**src/rtl/tri_bus_arbiter_pkg.sv**
```systemverilog
`default_nettype none
// ----------------------------------------------------------------------------
// tri_pkg : state encoding and clog2 helper shared by the tri-state bus arbiter
// Rev 1.0
// ----------------------------------------------------------------------------
package tri_pkg;

  typedef enum logic [1:0] {
    ST_IDLE  = 2'd0,
    ST_GRANT = 2'd1,
    ST_TURN  = 2'd2
  } state_t;

  function automatic int clog2(input int value);
    int res;
    res = 0;
    while ((1 << res) < value) res++;
    return res;
  endfunction

endpackage
`default_nettype wire

```
**src/rtl/tri_bus_arbiter_rr_pick.sv**
```systemverilog
`default_nettype none
// ----------------------------------------------------------------------------
// rr_pick : combinational round-robin picker, search starts at ptr+1 and wraps
// Rev 1.0
// ----------------------------------------------------------------------------
module rr_pick
  import tri_pkg::*;
#(
  parameter int N  = 4,
  parameter int IW = (clog2(N) < 1) ? 1 : clog2(N)
) (
  input  logic [N-1:0]  req,
  input  logic [IW-1:0] ptr,
  output logic [IW-1:0] gnt_idx,
  output logic          gnt_any
);

  int            idx;
  logic [IW-1:0] idx_w;

  // The previous owner (ptr) is visited last, so it only wins when alone.
  always_comb begin
    gnt_idx = '0;
    gnt_any = 1'b0;
    idx     = 0;
    idx_w   = '0;
    for (int i = 1; i <= N; i++) begin
      idx = int'(ptr) + i;
      if (idx >= N) idx = idx - N;
      idx_w = IW'(idx);
      if (!gnt_any && req[idx_w]) begin
        gnt_any = 1'b1;
        gnt_idx = idx_w;
      end
    end
  end

endmodule
`default_nettype wire

```
**src/rtl/tri_bus_arbiter.sv**
```systemverilog
`default_nettype none
// ----------------------------------------------------------------------------
// tri_bus_arbiter : round-robin owner sequencer for a shared tri-state line
// Rev 1.0
// ----------------------------------------------------------------------------
module tri_bus_arbiter
  import tri_pkg::*;
#(
  parameter  int N        = 4,
  parameter  int MAX_HOLD = 8,
  parameter  int TURN_CYC = 1,
  localparam int IW       = clog2(N)
) (
  input  logic          clk,
  input  logic          rst_n,
  input  logic [N-1:0]  req,
  output logic [N-1:0]  ena,
  output logic [IW-1:0] owner,
  output logic          owner_vld,
  output logic          timeout
);

  localparam int            HW          = (clog2(MAX_HOLD) < 1) ? 1 : clog2(MAX_HOLD);
  localparam int            TW          = clog2(TURN_CYC) + 1;
  localparam logic [HW-1:0] C_HOLD_LAST = HW'(MAX_HOLD - 1);
  localparam logic [TW-1:0] C_TURN_LAST = TW'(TURN_CYC - 1);
  localparam logic [IW-1:0] C_PTR_RST   = IW'(N - 1);

  state_t        state_q, state_d;
  logic [HW-1:0] hold_cnt_q, hold_cnt_d;
  logic [TW-1:0] turn_cnt_q, turn_cnt_d;
  logic [IW-1:0] rr_ptr_q, rr_ptr_d;
  logic [IW-1:0] owner_q, owner_d;
  logic [N-1:0]  ena_q, ena_d;
  logic          owner_vld_q, owner_vld_d;
  logic          timeout_q, timeout_d;

  logic [IW-1:0] pick_idx;
  logic          pick_any;
  logic          own_req;

  rr_pick #(
    .N  (N),
    .IW (IW)
  ) u_pick (
    .req     (req),
    .ptr     (rr_ptr_q),
    .gnt_idx (pick_idx),
    .gnt_any (pick_any)
  );

  assign own_req = req[owner_q];

  always_comb begin
    state_d     = state_q;
    hold_cnt_d  = hold_cnt_q;
    turn_cnt_d  = turn_cnt_q;
    rr_ptr_d    = rr_ptr_q;
    owner_d     = owner_q;
    ena_d       = ena_q;
    owner_vld_d = owner_vld_q;
    timeout_d   = 1'b0;

    case (state_q)
      ST_IDLE: begin
        if (pick_any) begin
          state_d          = ST_GRANT;
          ena_d            = '0;
          ena_d[pick_idx]  = 1'b1;
          owner_d          = pick_idx;
          owner_vld_d      = 1'b1;
          hold_cnt_d       = '0;
        end
      end

      ST_GRANT: begin
        // Voluntary drop and hold expiry share one release path; only expiry pulses timeout.
        if (!own_req || (hold_cnt_q == C_HOLD_LAST)) begin
          state_d     = ST_TURN;
          ena_d       = '0;
          owner_d     = '0;
          owner_vld_d = 1'b0;
          rr_ptr_d    = owner_q;
          turn_cnt_d  = '0;
          timeout_d   = own_req;
        end else begin
          hold_cnt_d = hold_cnt_q + HW'(1);
        end
      end

      ST_TURN: begin
        if (turn_cnt_q == C_TURN_LAST) begin
          if (pick_any) begin
            state_d          = ST_GRANT;
            ena_d            = '0;
            ena_d[pick_idx]  = 1'b1;
            owner_d          = pick_idx;
            owner_vld_d      = 1'b1;
            hold_cnt_d       = '0;
          end else begin
            state_d = ST_IDLE;
          end
        end else begin
          turn_cnt_d = turn_cnt_q + TW'(1);
        end
      end

      default: begin
        state_d     = ST_IDLE;
        ena_d       = '0;
        owner_d     = '0;
        owner_vld_d = 1'b0;
      end
    endcase
  end

  always_ff @(posedge clk or negedge rst_n) begin
    if (!rst_n) begin
      state_q     <= ST_IDLE;
      hold_cnt_q  <= '0;
      turn_cnt_q  <= '0;
      rr_ptr_q    <= C_PTR_RST;
      owner_q     <= '0;
      ena_q       <= '0;
      owner_vld_q <= 1'b0;
      timeout_q   <= 1'b0;
    end else begin
      state_q     <= state_d;
      hold_cnt_q  <= hold_cnt_d;
      turn_cnt_q  <= turn_cnt_d;
      rr_ptr_q    <= rr_ptr_d;
      owner_q     <= owner_d;
      ena_q       <= ena_d;
      owner_vld_q <= owner_vld_d;
      timeout_q   <= timeout_d;
    end
  end

  assign ena       = ena_q;
  assign owner     = owner_q;
  assign owner_vld = owner_vld_q;
  assign timeout   = timeout_q;

  a_onehot : assert property (@(posedge clk) disable iff (!rst_n) $onehot0(ena_q));
  a_vld    : assert property (@(posedge clk) disable iff (!rst_n) owner_vld_q == (|ena_q));
  a_owner  : assert property (@(posedge clk) disable iff (!rst_n) ena_q[owner_q] == owner_vld_q);
  // A new enable pattern may only appear out of an all-low cycle.
  a_gap    : assert property (@(posedge clk) disable iff (!rst_n)
                              ((ena_q != '0) && ($past(ena_q) != ena_q)) |-> ($past(ena_q) == '0));

endmodule
`default_nettype wire

```
**config.mk**
```make
export PLATFORM = sky130hd
export DESIGN_NAME = tri_bus_arbiter
export DESIGN_NICKNAME = d
export VERILOG_FILES = /design/src/rtl/tri_bus_arbiter_pkg.sv /design/src/rtl/tri_bus_arbiter_rr_pick.sv /design/src/rtl/tri_bus_arbiter.sv
export SDC_FILE = /design/constraint.sdc
export NUM_CORES = 1
export LEC_CHECK = 0
export CORE_ASPECT_RATIO = 0.9
export CORE_MARGIN = 2
export CORE_UTILIZATION = 30
export DETAILED_ROUTE_END_ITERATION = 10
export PLACE_DENSITY_LB_ADDON = 0.25
export SLEW_MARGIN = 15
export SYNTH_ARGS = -nofsm -noshare
export SYNTH_HDL_FRONTEND = slang
export SYNTH_HIERARCHICAL = 1
export SYNTH_SLANG_ARGS = --single-unit
```
**constraint.sdc**
```tcl
create_clock -name clk -period 1.9 [get_ports clk]
set_input_delay 0.38 -clock clk [delete_from_list [all_inputs] [get_ports clk]]
set_output_delay 0.38 -clock clk [all_outputs]
set_load 0.01 [all_outputs]
```
==> run_results.csv <==
group,metric,value,unit
logic_synthesis,ys_ff_latch,15,
route,wl,1760,um
timing,fmax,0.562,GHz
pwr,power_frac_seq,38.0,%
global_route,grt_max_degree,16,
pwr,internal_power,0.000956,W
logic_synthesis,synth-simple-area-share,21.8,%
logic_synthesis,synth.area.top_cells,"dfrtp_1 38%, mux2i_1 7.0%, dfstp_2 6.2%, nand2_1 5.3%, nand2b_1 4.4%",
route,dr.first_iter.drc_count,39,
clocking,ctsHoldBuffers,0,
worst_setup_path,path_class,"flop to output pin",
worst_setup_path,worstPathCellList,"clkdlybuf4s50_1",
finish,stdcell_area,1110,um^2
global_route,antenna_found_initial,0,
placement,dp_cells,145,
placement,dpl-instance-area,1080,um^2
clocking,path_clk_slew,0.09,ns
worst_setup_path,critPathBufInv,1,
finish,n_antenna_cell,0,
logic_synthesis,synth.distinct_cells,29,
logic_synthesis,synth_xor_area_share,0,%
clocking,h-tree-depth,1,
global_route,track_usage,12.3,%
die,die_w,60.2,um
worst_setup_path,crit_fanout,8,
pwr,p_comb_share,50.0,%
timing,max_slew_margin,74.1,%
placement,dp_hpwl,1260,um
timing,fin_crit,1.78,ns
global_route,grt_pass1_wl,2880,um
timing,maxSlewViolCount,0,
global_route,grt_pass1_vias,645,
global_route,grt_overflow_total,0,
route,drt_first_pass_iters,4,
placement,dp_slack,-0.0398,ns
finish,layout_common_cells,"13 x dfrtp_1, 13 x clkdlybuf4s50_1, 12 x nand2_1, 7 x buf_4",
route,wl_per_cell,11.8,um
worst_setup_path,crit_family,"buffers and inverters",
die,rows,18,
logic_synthesis,synthArstFlopShare,100,%
logic_synthesis,synth_mux_area_share,10.6,%
worst_setup_path,end_kind,"output pin",
logic_synthesis,synthCells,86,
route,drc,0,
die,die_area,3290,um^2
clocking,post_cts_buffers,0,
pwr,ir_drop,0.548,mV
timing,fin_ws,0.122,ns
logic_synthesis,synth_top_area_share,38.1,%
logic_synthesis,yosys.area.top_type,"dfrtp_1",
clocking,clockRootBuffer,"clkbuf_4",
logic_synthesis,yosysSeqAreaShare,44.3,%
clocking,clock_latency,0.28,ns
finish,syn2layout_area_growth,29.9,%
run_status,status,"completed",
worst_setup_path,worstPathArrival,1.40,ns
die,fp.dieH,54.6,um
placement,io_buffers,13,
clocking,clock-sinks,15,
clocking,post_cts_resized,0,
logic_synthesis,syn_nets,94,
logic_synthesis,synthAdderAreaFrac,2.93,%
logic_synthesis,synthFlopType,"dfrtp_1",
pwr,clkPwrFrac,12.0,%
timing,clock_skew,0.00536,ns
logic_synthesis,synth_compound_area_share,17.7,%
finish,nFillCells,295,
finish,nNetsFinal,118,
pwr,p_leak,0.500,nW
timing,hold_viol_final,0,
timing,fin_crit_sh,93.6,%
pwr,swShare,37.9,%
die,ioPinCount,14,
route,ant_nets,0,
pwr,switchingPower,0.000583,W
timing,tns,0,ns
die,coreArea,2730,um^2
logic_synthesis,netlist_area,853,um^2
timing,rsz0062_at_grt,"false",
logic_synthesis,yosys_warnings,6,
logic_synthesis,syn_avg_cell_area,9.92,um^2
worst_setup_path,cp-start-kind,"flop",
route,vias,694,
placement,place.gp.congestion,0.759,
pwr,p_per_area,1390,nW/um^2
clocking,cts_tree,"built",
hold_path,hp-class,"input port to async pin",
worst_setup_path,max_stage_delay,0.60,ns
logic_synthesis,synth_top_family_by_area,"simple AND/OR/NAND/NOR gates",
clocking,ctsLongestPathBuffers,2,
timing,setup_viol,0,
finish,drive_above_1_share,19.3,%
run,maxCapViolations,0,
route,vias_per_cell,4.66,
logic_synthesis,synth-edff-count,0,
worst_setup_path,required,1.52,ns
finish,fin_cells,149,
timing,tightest_slew,0.388,ns
worst_setup_path,cp_slowest_cell,"clkdlybuf4s50_1",
clocking,numCtsBuffers,3,
die,initial_utilization,31.3,%
-- flip-flops by register name, summed over array words and instances (netlist names) --
name        flops
owner           2
state_q         2
timeout         1
ena             4
owner_vld       1
rr_ptr_q        2
hold_cnt_q      3
-- routing by layer --
layer	share of wire, %	global-route usage [%]	vias to the layer above
li1	-	-	353
met1	50	16.2	326
met2	44	17.9	11
met3	3.7	3.31	4
met4	1.6	7.78	0
met5	0	0	-
-- worst paths after layout --
kind | slack [ns] | end | cells after the start | startpoint
setup / recovery | 0.12 | owner[0] | 1 | owner[0]
hold / removal | 0.41 | ena[0] | 2 | rst_n
max in group asynchronous | 1.24 | rr_ptr_q[0] | 2 | rst_n
hold reg to reg | 0.49 | hold_cnt_q[0] | 1 | hold_cnt_q[0]
min in group clk | 0.49 | hold_cnt_q[0] | 1 | hold_cnt_q[0]
setup reg to reg | 0.20 | rr_ptr_q[1] | 5 | hold_cnt_q[0]
-- cells in the mapped netlist (all sizes together) (2+ instances only) --
cell type / number
ha: 2
mux2i: 6
a21oi: 7
dfstp: 2
nand2b: 6
o22ai: 6
nor3b: 4
mux2: 2
nand2: 12
nor2: 6
dfrtp: 13
inv: 5
o21ai: 3
-- cell families after synthesis --
family / Yosys count
simple gates: 33
mux: 8
compound gates: 22
fa+ha+maj: 2
buf+inv: 6
flops: 15
-- through the flow --
step	total power, W	util (%)	hold WS (ns)
after floorplan	0.00106	-	0.0844
after detailed placement	0.00136	39.7	0.481
after global routing	0.00167	40.7	0.406
after global placement	0.00135	39.7	0.466
final	0.00154	40.7	0.407
after CTS	0.00156	40.7	0.413
-- cell type report --
type / instances / area, um^2 / area share, %
Multi-Input combinational cell: 65 / 453 / 40.9
Sequential cell: 15 / 378 / 34.1
Timing Repair Buffer: 20 / 183 / 16.5
Tap cell: 40 / 50.0 / 4.51
Clock buffer: 4 / 26.3 / 2.37
Inverter: 5 / 18.8 / 1.69
-- power by group through the flow --
stage | registers (W) | clock network [W] | logic [W]
3_3_place_gp | 0.000589 | 0 | 0.000762
6_report | 0.000585 | 0.000184 | 0.000770
5_1_grt | 0.000611 | 0.000212 | 0.000848
4_1_cts | 0.000589 | 0.000194 | 0.000776
3_5_place_dp | 0.000593 | 0 | 0.000768
2_1_floorplan | 0.000601 | 0 | 0.000459
No activity file was read; power rests on OpenSTA's default activity.
